**src/rtl/sram_port_arbiter.sv**
```systemverilog
// -----------------------------------------------------------------------------
// sram_port_arbiter
//
// Shares one single-port-per-direction SRAM (one write port, one read port)
// between NUM_REQ requesters. Writes and reads are arbitrated independently,
// each by its own round-robin pointer. A grant completes its transfer in the
// same cycle: the granted requester's address/data are steered straight onto
// the RAM port. Read data comes back from the RAM one cycle later and is tagged
// with the requester index that issued it.
//
// Ports
//   I_Clk, I_Reset           clock, synchronous active-high reset
//   I_WrReq/I_WrAddr/I_WrData  per-requester write requests (slice i = req i)
//   O_WrGnt                  one-hot write grant (combinational)
//   I_RdReq/I_RdAddr         per-requester read requests
//   O_RdGnt                  one-hot read grant (combinational)
//   O_RdValid/O_RdId/O_RdData  read return: valid and owner registered, data
//                            passed through from I_RamRdData
//   O_RamWr*, O_RamRd*       RAM write and read ports
//   I_RamRdData              RAM read data, valid one cycle after O_RamRdEn
// -----------------------------------------------------------------------------
module sram_port_arbiter #(
  parameter int unsigned DATA_WIDTH = 32,
  parameter int unsigned RAM_DEPTH  = 64,
  parameter int unsigned NUM_REQ    = 4,
  localparam int unsigned ADDR_WIDTH = $clog2(RAM_DEPTH),
  localparam int unsigned ID_WIDTH   = $clog2(NUM_REQ)
) (
  input  logic                             I_Clk,
  input  logic                             I_Reset,
  // write requesters
  input  logic [NUM_REQ-1:0]               I_WrReq,
  input  logic [NUM_REQ*ADDR_WIDTH-1:0]    I_WrAddr,
  input  logic [NUM_REQ*DATA_WIDTH-1:0]    I_WrData,
  output logic [NUM_REQ-1:0]               O_WrGnt,
  // read requesters
  input  logic [NUM_REQ-1:0]               I_RdReq,
  input  logic [NUM_REQ*ADDR_WIDTH-1:0]    I_RdAddr,
  output logic [NUM_REQ-1:0]               O_RdGnt,
  output logic                             O_RdValid,
  output logic [ID_WIDTH-1:0]              O_RdId,
  output logic [DATA_WIDTH-1:0]            O_RdData,
  // RAM side
  output logic                             O_RamWrEn,
  output logic [ADDR_WIDTH-1:0]            O_RamWrAddr,
  output logic [DATA_WIDTH-1:0]            O_RamWrData,
  output logic                             O_RamRdEn,
  output logic [ADDR_WIDTH-1:0]            O_RamRdAddr,
  input  logic [DATA_WIDTH-1:0]            I_RamRdData
);

  localparam logic [NUM_REQ-1:0]  OneHotZero = {{(NUM_REQ-1){1'b0}}, 1'b1};
  localparam logic [ID_WIDTH-1:0] LastId     = ID_WIDTH'(NUM_REQ - 1);

  // ---------------------------------------------------------------------------
  // Round-robin pick: index of the first set request at or after ptr, scanning
  // upward and wrapping from NUM_REQ-1 to 0. Caller qualifies with |req.
  // ---------------------------------------------------------------------------
  function automatic logic [ID_WIDTH-1:0] rr_pick(input logic [NUM_REQ-1:0]  req,
                                                  input logic [ID_WIDTH-1:0] ptr);
    logic [ID_WIDTH-1:0] idx;
    logic                found;
    int                  j;
    idx   = '0;
    found = 1'b0;
    for (int k = 0; k < int'(NUM_REQ); k++) begin
      j = (int'(ptr) + k) % int'(NUM_REQ);
      if (!found && req[j]) begin
        found = 1'b1;
        idx   = ID_WIDTH'(j);
      end
    end
    return idx;
  endfunction

  // Pointer after serving idx, wrapping at NUM_REQ (which need not be 2^n).
  function automatic logic [ID_WIDTH-1:0] next_ptr(input logic [ID_WIDTH-1:0] idx);
    return (idx == LastId) ? '0 : idx + 1'b1;
  endfunction

  // ---------------------------------------------------------------------------
  // State
  // ---------------------------------------------------------------------------
  logic [ID_WIDTH-1:0] wr_ptr_q, wr_ptr_d;
  logic [ID_WIDTH-1:0] rd_ptr_q, rd_ptr_d;
  logic                rd_valid_q, rd_valid_d;
  logic [ID_WIDTH-1:0] rd_id_q, rd_id_d;

  // ---------------------------------------------------------------------------
  // Write arbitration and RAM write port
  // ---------------------------------------------------------------------------
  logic                wr_hit;
  logic [ID_WIDTH-1:0] wr_idx;

  always_comb begin
    // Reset masks every request so nothing reaches the RAM during reset.
    wr_hit      = ~I_Reset & (|I_WrReq);
    wr_idx      = rr_pick(I_WrReq, wr_ptr_q);
    O_WrGnt     = '0;
    O_RamWrEn   = 1'b0;
    O_RamWrAddr = '0;
    O_RamWrData = '0;
    wr_ptr_d    = wr_ptr_q;
    if (wr_hit) begin
      O_WrGnt     = OneHotZero << wr_idx;
      O_RamWrEn   = 1'b1;
      O_RamWrAddr = I_WrAddr[wr_idx*ADDR_WIDTH +: ADDR_WIDTH];
      O_RamWrData = I_WrData[wr_idx*DATA_WIDTH +: DATA_WIDTH];
      wr_ptr_d    = next_ptr(wr_idx);
    end
  end

  // ---------------------------------------------------------------------------
  // Read arbitration and RAM read port
  // ---------------------------------------------------------------------------
  logic                rd_hit;
  logic [ID_WIDTH-1:0] rd_idx;

  always_comb begin
    rd_hit      = ~I_Reset & (|I_RdReq);
    rd_idx      = rr_pick(I_RdReq, rd_ptr_q);
    O_RdGnt     = '0;
    O_RamRdEn   = 1'b0;
    O_RamRdAddr = '0;
    rd_ptr_d    = rd_ptr_q;
    // Return tag follows the RAM's one-cycle read latency.
    rd_valid_d  = rd_hit;
    rd_id_d     = rd_hit ? rd_idx : '0;
    if (rd_hit) begin
      O_RdGnt     = OneHotZero << rd_idx;
      O_RamRdEn   = 1'b1;
      O_RamRdAddr = I_RdAddr[rd_idx*ADDR_WIDTH +: ADDR_WIDTH];
      rd_ptr_d    = next_ptr(rd_idx);
    end
  end

  // ---------------------------------------------------------------------------
  // Registers
  // ---------------------------------------------------------------------------
  always_ff @(posedge I_Clk) begin
    if (I_Reset) begin
      wr_ptr_q   <= '0;
      rd_ptr_q   <= '0;
      rd_valid_q <= 1'b0;
      rd_id_q    <= '0;
    end else begin
      wr_ptr_q   <= wr_ptr_d;
      rd_ptr_q   <= rd_ptr_d;
      rd_valid_q <= rd_valid_d;
      rd_id_q    <= rd_id_d;
    end
  end

  // ---------------------------------------------------------------------------
  // Read return
  // ---------------------------------------------------------------------------
  assign O_RdValid = rd_valid_q;
  assign O_RdId    = rd_id_q;
  // No forwarding: a same-cycle write is invisible to the read, which returns
  // whatever the RAM held before the write edge.
  assign O_RdData  = I_RamRdData;

endmodule

```
**config.mk**
```make
export PLATFORM = sky130hd
export DESIGN_NAME = sram_port_arbiter
export DESIGN_NICKNAME = d
export VERILOG_FILES = /design/src/rtl/sram_port_arbiter.sv
export SDC_FILE = /design/constraint.sdc
export NUM_CORES = 1
export LEC_CHECK = 0
export ABC_AREA = 1
export BUFFER_PORTS_ARGS = -buffer_cell sky130_fd_sc_hd__clkbuf_2
export CORE_AREA = 2 2 118 120
export CTS_CLUSTER_DIAMETER = 150
export CTS_CLUSTER_SIZE = 12
export DETAILED_ROUTE_END_ITERATION = 16
export DIE_AREA = 0 0 120 122
export PLACE_DENSITY = 0.69
export SLEW_MARGIN = 20
export SYNTH_ARGS = -nofsm -noshare
export SYNTH_HDL_FRONTEND = slang
export SYNTH_SLANG_ARGS = --single-unit
```
**constraint.sdc**
```tcl
create_clock -name I_Clk -period 2.3 [get_ports I_Clk]
set_clock_uncertainty 0.1 [all_clocks]
set_input_delay 0.345 -clock I_Clk [delete_from_list [all_inputs] [get_ports I_Clk]]
set_output_delay 0.345 -clock I_Clk [all_outputs]
set_load 0.03 [all_outputs]
```
Yosys cells after proc, flatten, opt, wreduce, memory -nomap -nowiden --
Cells that the tools add are included.
Operators by class: add/subtract/negate cells 8, order comparisons 8, $mul 2, bitwise logic cells 10, mux-type cells 45, reduce and logical (&&, ||, !) cells 21, eq/ne operators 2, shift-type cells 5
Operator list (number):
- indexed part select 128 x 8 -> 32 bit | 1
- indexed part select 24 x 6 -> 6 bit | 2
- two-way mux 32 bit | 1
- less-than comparator 3 x 4 -> 1 bit, second input constant | 6
- two-way mux 1 bit | 22
- two-way mux 2 bit | 10
- binary-select mux 1 bit (select 2 bit) | 8
- OR reduction 2 bit | 7
- two-way mux 6 bit | 2
- adder 2 x 1 -> 2 bit, second input constant | 4
- adder 2 bit, second input constant | 4
- multiplier 2 x 2 -> 4 bit, second input constant | 2
- two-way mux 4 bit | 2
- OR reduction 4 bit | 2
- left shift 1 x 2 -> 4 bit, first input constant | 2
- bitwise AND 1 bit, first input constant | 6
- logical AND 1 bit | 6
- logical NOT 1 bit | 6
- less-than comparator 2 x 3 -> 1 bit, second input constant | 2
- equality test 2 bit, second input constant | 2
- bitwise AND 1 bit | 2
- inverter 1 bit | 2
Word-level totals: register bits 7, input port bits 218, word-level logic and storage cells 105, output and inout port bits 89

Logic depth before layout (Yosys ltp) --
depth in word-level cells 17, gate-level depth with buffers 16, gate-level depth less buffers 14

Worst setup path before layout --
OpenSTA, ideal clock, no wires.
path type flip-flop to output port, start point register rd_ptr_q[0], end point output port O_RdGnt[3], arrival 2015 ps, stages on the path, launching flop included 13, slack -160 ps, path buffers 2, data required time 1855 ps, cells stage by stage dfxtp_1 -> buf_4 -> inv_2 -> nand2_1 -> nand3_1 -> nand2_1 -> nor2_2 -> nand4_1 -> nand2_2 -> buf_2 -> ha_1 -> inv_1 -> nor2_1
Between the ends: word-level cells in the longest chain between the ends 14, elaborated cells between the ends (all ways) 29, classes of those cells add/sub (3); shift (1); mux (19); reduce/logical (6)
Ends and longest elaborated chain:
- from (decl) | RTL line 85 | logic [ID_WIDTH-1:0] rd_ptr_q, rd_ptr_d;
- from (signal assigned) | RTL line 148 | rd_ptr_q <= rd_ptr_d;
- adder 2 x 1 -> 2 bit / binary-select mux 1 bit (select 2 bit) (equally long branches) | RTL line 67, 68
- binary-select mux 1 bit (select 2 bit) / two-way mux 1 bit (equally long branches) | RTL line 68 | if (!found && req[j]) begin
- two-way mux 1 bit (not written as such) | RTL line 68
- two-way mux 1 bit (not written as such) / logical NOT 1 bit (equally long branches) | RTL line 68
- logical AND 1 bit | RTL line 68
- two-way mux 1 bit | RTL line 68
- logical NOT 1 bit | RTL line 68
- logical AND 1 bit | RTL line 68
- two-way mux 1 bit | RTL line 68
- logical NOT 1 bit | RTL line 68
- logical AND 1 bit | RTL line 68
- two-way mux 2 bit (*) | RTL line 68
- named net rd_idx[0] | RTL line 117 | logic [ID_WIDTH-1:0] rd_idx;
- left shift 1 x 2 -> 4 bit (*) | RTL line 130 | O_RdGnt = OneHotZero << rd_idx;
- two-way mux 4 bit (*) | RTL line 129 | if (rd_hit) begin
- to (decl) | RTL line 39 | output logic [NUM_REQ-1:0] O_RdGnt,
The timed path passes the listed nets; every way through them passes the cells marked *. The select of a mux whose other input is x is not followed.

Worst setup path in the final report --
start point register wr_ptr_q[0], end point output port O_RamWrData[30]
Between the ends: word-level cells in the longest chain between the ends 14, elaborated cells between the ends (all ways) 29, classes of those cells add/sub (3); shift (1); mux (19); reduce/logical (6)
Ends and longest elaborated chain:
- from (decl) | RTL line 84 | logic [ID_WIDTH-1:0] wr_ptr_q, wr_ptr_d;
- from (signal assigned) | RTL line 147 | wr_ptr_q <= wr_ptr_d;
- adder 2 x 1 -> 2 bit / binary-select mux 1 bit (select 2 bit) (equally long branches) | RTL line 67, 68
- binary-select mux 1 bit (select 2 bit) / two-way mux 1 bit (equally long branches) | RTL line 68
- two-way mux 1 bit (not written as such) | RTL line 68
- two-way mux 1 bit (not written as such) / logical NOT 1 bit (equally long branches) | RTL line 68
- logical AND 1 bit | RTL line 68
- two-way mux 1 bit | RTL line 68
- logical NOT 1 bit | RTL line 68
- logical AND 1 bit | RTL line 68
- two-way mux 1 bit | RTL line 68
- logical NOT 1 bit | RTL line 68
- logical AND 1 bit | RTL line 68
- two-way mux 2 bit (*) | RTL line 68
- indexed part select 128 x 8 -> 32 bit (*) | RTL line 108 | O_RamWrData = I_WrData[wr_idx*DATA_WIDTH +: DATA_WIDTH];
- two-way mux 32 bit (*) | RTL line 104 | if (wr_hit) begin
- to (decl) | RTL line 46 | output logic [DATA_WIDTH-1:0] O_RamWrData,
Every way passes the cells marked *; elsewhere a longest branch is shown, timed or not. The select of a mux whose other input is x is not followed.

==> impl_metrics.toml <==
[logic_synthesis]
synth_cells = 672
yosys_most_used_dff = "dfxtp_1"
synth.cell_area_um2 = 3500
synth-async-reset-ratio_pct = 0
synth.yosys.seq_area_share_pct = 4.01
yosysUniqueCellTypes = 28
syn-mean-instance-area_um2 = 5.20
yosysWarnings = 0
synth-edff-count = 0
synth_seq_cells = 7
synth_nets = 898

[timing]
postLayoutSetupSlackWorst_ns = -0.427
worst_slew_pin_slew_ns = 0.451
final_max_slew_viol_count = 0
rsz0062_at_grt = "true"
max_freq_mhz = 367
final-hold-violation-count = 0
slew-limit-headroom_pct = 69.6
timing.final.crit_share_pct = 119
period_needed_ns = 2.73
final.hold.worst_slack_ns = 0.301
report.final.setup_viol = 52

[clock_tree]
tritoncts_buffers = 3
clock_tree_from_tritoncts = "done"
htree_num_levels = 1
clkSlewWorstSetupHoldPaths_ns = 0.04
root_buffer = "clkbuf_16"
clock_sinks = 7
clk-insertion-delay-late_ns = 0.24
cts_buffer_depth = 2

[floorplanning]
die_area_um2 = 14600
die_y_um = 122
rows = 43
coreArea_um2 = 13500
die_width_um = 120
floorplan.initialDensity_pct = 25.9
boundaryPins = 307

[cells_and_area]
share_of_post_route_cells_with_drive_strength_above_1_pct = 63.3
storage_element_area_um2 = 146
design_area_um2 = 7520
antenna-diode-count = 0
area_growth_syn_to_layout_pct = 115
multiInputGateArea_um2 = 3560
finalNetCount = 1145
fill_cells = 1184

[detailed_routing]
route.antenna.remaining_nets = 0
drc_errors = 0
drt-pass1-iter-count = 5
detailedRoute.firstIterationViolations = 211
num_vias = 5278
via_per_inst = 4.81
wl_per_cell_um = 16.2
total_routed_length_um = 17800

[placed_design]
dpl-instance-area_um2 = 5240
weighted_congestion_at_the_end_of_routability_driven_global_placement = 0.855
dp_hpwl_um = 10300
numPortBuffers = 242

[setup_path]
worstPathMaxFanout = 9
critical_path_arrival_ns = 2.28
critPathRequiredTime_ns = 1.86
critical_path.startpoint_type = "register"
critical_path_class = "reg2out"
end_kind = "output pin"

[worst_hold_path]
hold_class = "in2reg"

[run_status]
violated_checks = "setup timing"
status = "complete, but fails checks"

[global_routing]
grt_antenna_before_repair = 0
grt_pass1_vias = 5189
grt_pass1_wl_um = 24800
grt_overflow_total = 0
grt_max_degree = 46
gr-usage-all-layers_pct = 21.1

[flow_run]
cap_violations = 0

[power]
power.static_leakage_nw = 3.98
p_per_area_nw_per_um2 = 1900
irDropWorstVdd_mv = 1.03
[layer usage]
layer	vias up	global-route usage, %	routed length, µm
li1	2547	-	-
met1	2419	21.4	6410
met2	263	41.7	9400
met3	49	4.07	1360
met4	0	8.60	605
met5	-	0	0
[registers in the layout, indices dropped and copies added (netlist names)]
| signal | flops |
|---|---|
| rd_ptr_q | 2 |
| O_RdId | 2 |
| wr_ptr_q | 2 |
| O_RdValid | 1 |
[synthesized netlist by cell type (8+ instances only)]
| cell | count | share of area [%] |
|---|---|---|
| nand2_1 | 142 | 15 |
| buf_2 | 20 | 2.9 |
| nand3_1 | 138 | 20 |
| buf_4 | 36 | 7.7 |
| a21oi_2 | 9 | 2.3 |
| clkbuf_1 | 9 | 0.97 |
| nand3b_1 | 44 | 9.4 |
| nand2_2 | 15 | 2.7 |
| inv_1 | 155 | 17 |
| ha_1 | 8 | 2.9 |
| nor2_1 | 19 | 2.0 |
| a21oi_1 | 37 | 5.3 |
[cells by family after synthesis]
group / count (synthesis) / synth area share [%]
AND/OR/NAND/NOR: 372 / 53.1
buffers and inverters: 235 / 31.8
AO/OA/AOI/OAI: 50 / 8.27
adder cells (fa/ha/maj): 8 / 2.86
flip-flops: 7 / 4.01
[power breakdown]
group	total (mW)	internal (mW)	switching [mW]	leakage [nW]
clock network	0.310	0.232	0.0780	0.0382
registers	0.206	0.166	0.0399	0.0594
logic	13.8	6.30	7.46	3.88
[area by class of cell]
cell class                 count  area share [%]
multi-input combinational    430            47.4
clock buffer                   4            1.05
timing repair buffer         316            37.8
sequential                     7            1.95
inverter                     161            8.77
tap                          180            3.00
[cells in the final DEF, fill, tap and decap left out, types with 3 or more instances in the layout]
cell,count
nand2_1,73
buf_16,10
a21oi_4,28
inv_2,5
clkbuf_16,8
buf_8,31
buf_12,20
buf_4,25
nand2_8,4
dfxtp_1,4
ha_1,3
nand4_1,3
nand2_4,20
nor2_1,6
nand2_2,61
a21oi_2,16
buf_6,17
inv_8,4
nor2_2,9
nand3_4,12
inv_1,147
nand3b_1,44
ha_4,4
inv_4,3
nor2_4,6
nand3_1,48
nand3_2,82
clkbuf_8,18
clkbuf_2,190
[worst paths after layout]
| path | depth (start not counted) | end | slack, ns | startpoint |
|---|---|---|---|---|
| hold / removal | 2 | O_RdValid$_SDFF_PP0_ | 0.30 | I_Reset |
| setup reg to reg | 14 | rd_ptr_q[0]$_SDFFE_PP0P_ | 0.10 | rd_ptr_q[0]$_SDFFE_PP0P_ |
| hold reg to reg | 3 | rd_ptr_q[0]$_SDFFE_PP0P_ | 0.54 | rd_ptr_q[0]$_SDFFE_PP0P_ |
| setup / recovery | 14 | O_RamWrData[30] | -0.43 | wr_ptr_q[0]$_SDFFE_PP0P_ |
[through the flow]
stage	instances	util, %	total power [mW]	setup TNS (ns)	worst slack, ns
2_1_floorplan	672	-	6.40	-0.544	-0.101
3_3_place_gp	1063	38.8	8.35	-8.84	-0.279
3_5_place_dp	1063	38.8	8.37	-10.16	-0.301
4_1_cts	1087	50.1	12.4	-15.88	-0.387
5_1_grt	1098	55.7	15.0	-21.70	-0.521
6_report	1098	55.7	14.3	-17.17	-0.427
[critical path, stage by stage (launching register included)]
cell	delay [ns]
dfxtp_2	0.35
buf_12	0.15
nand2_1	0.11
nand2_4	0.10
nand2_4	0.05
nand2_4	0.09
nand3_1	0.09
nand2_2	0.09
nand2_4	0.08
buf_12	0.17
buf_16	0.16
nand3b_1	0.15
nand3_4	0.09
a21oi_2	0.16
clkbuf_8	0.18
[timing repair]
action,CTS,global route
resized for setup,269,161
pin swaps,43,66
hold buffers,0,0
endpoints found under the hold margin,0,0
gates cloned,11,6
setup buffers,9,7
endpoints found under the setup margin,52,53
(Power assumes the default switching activity.)
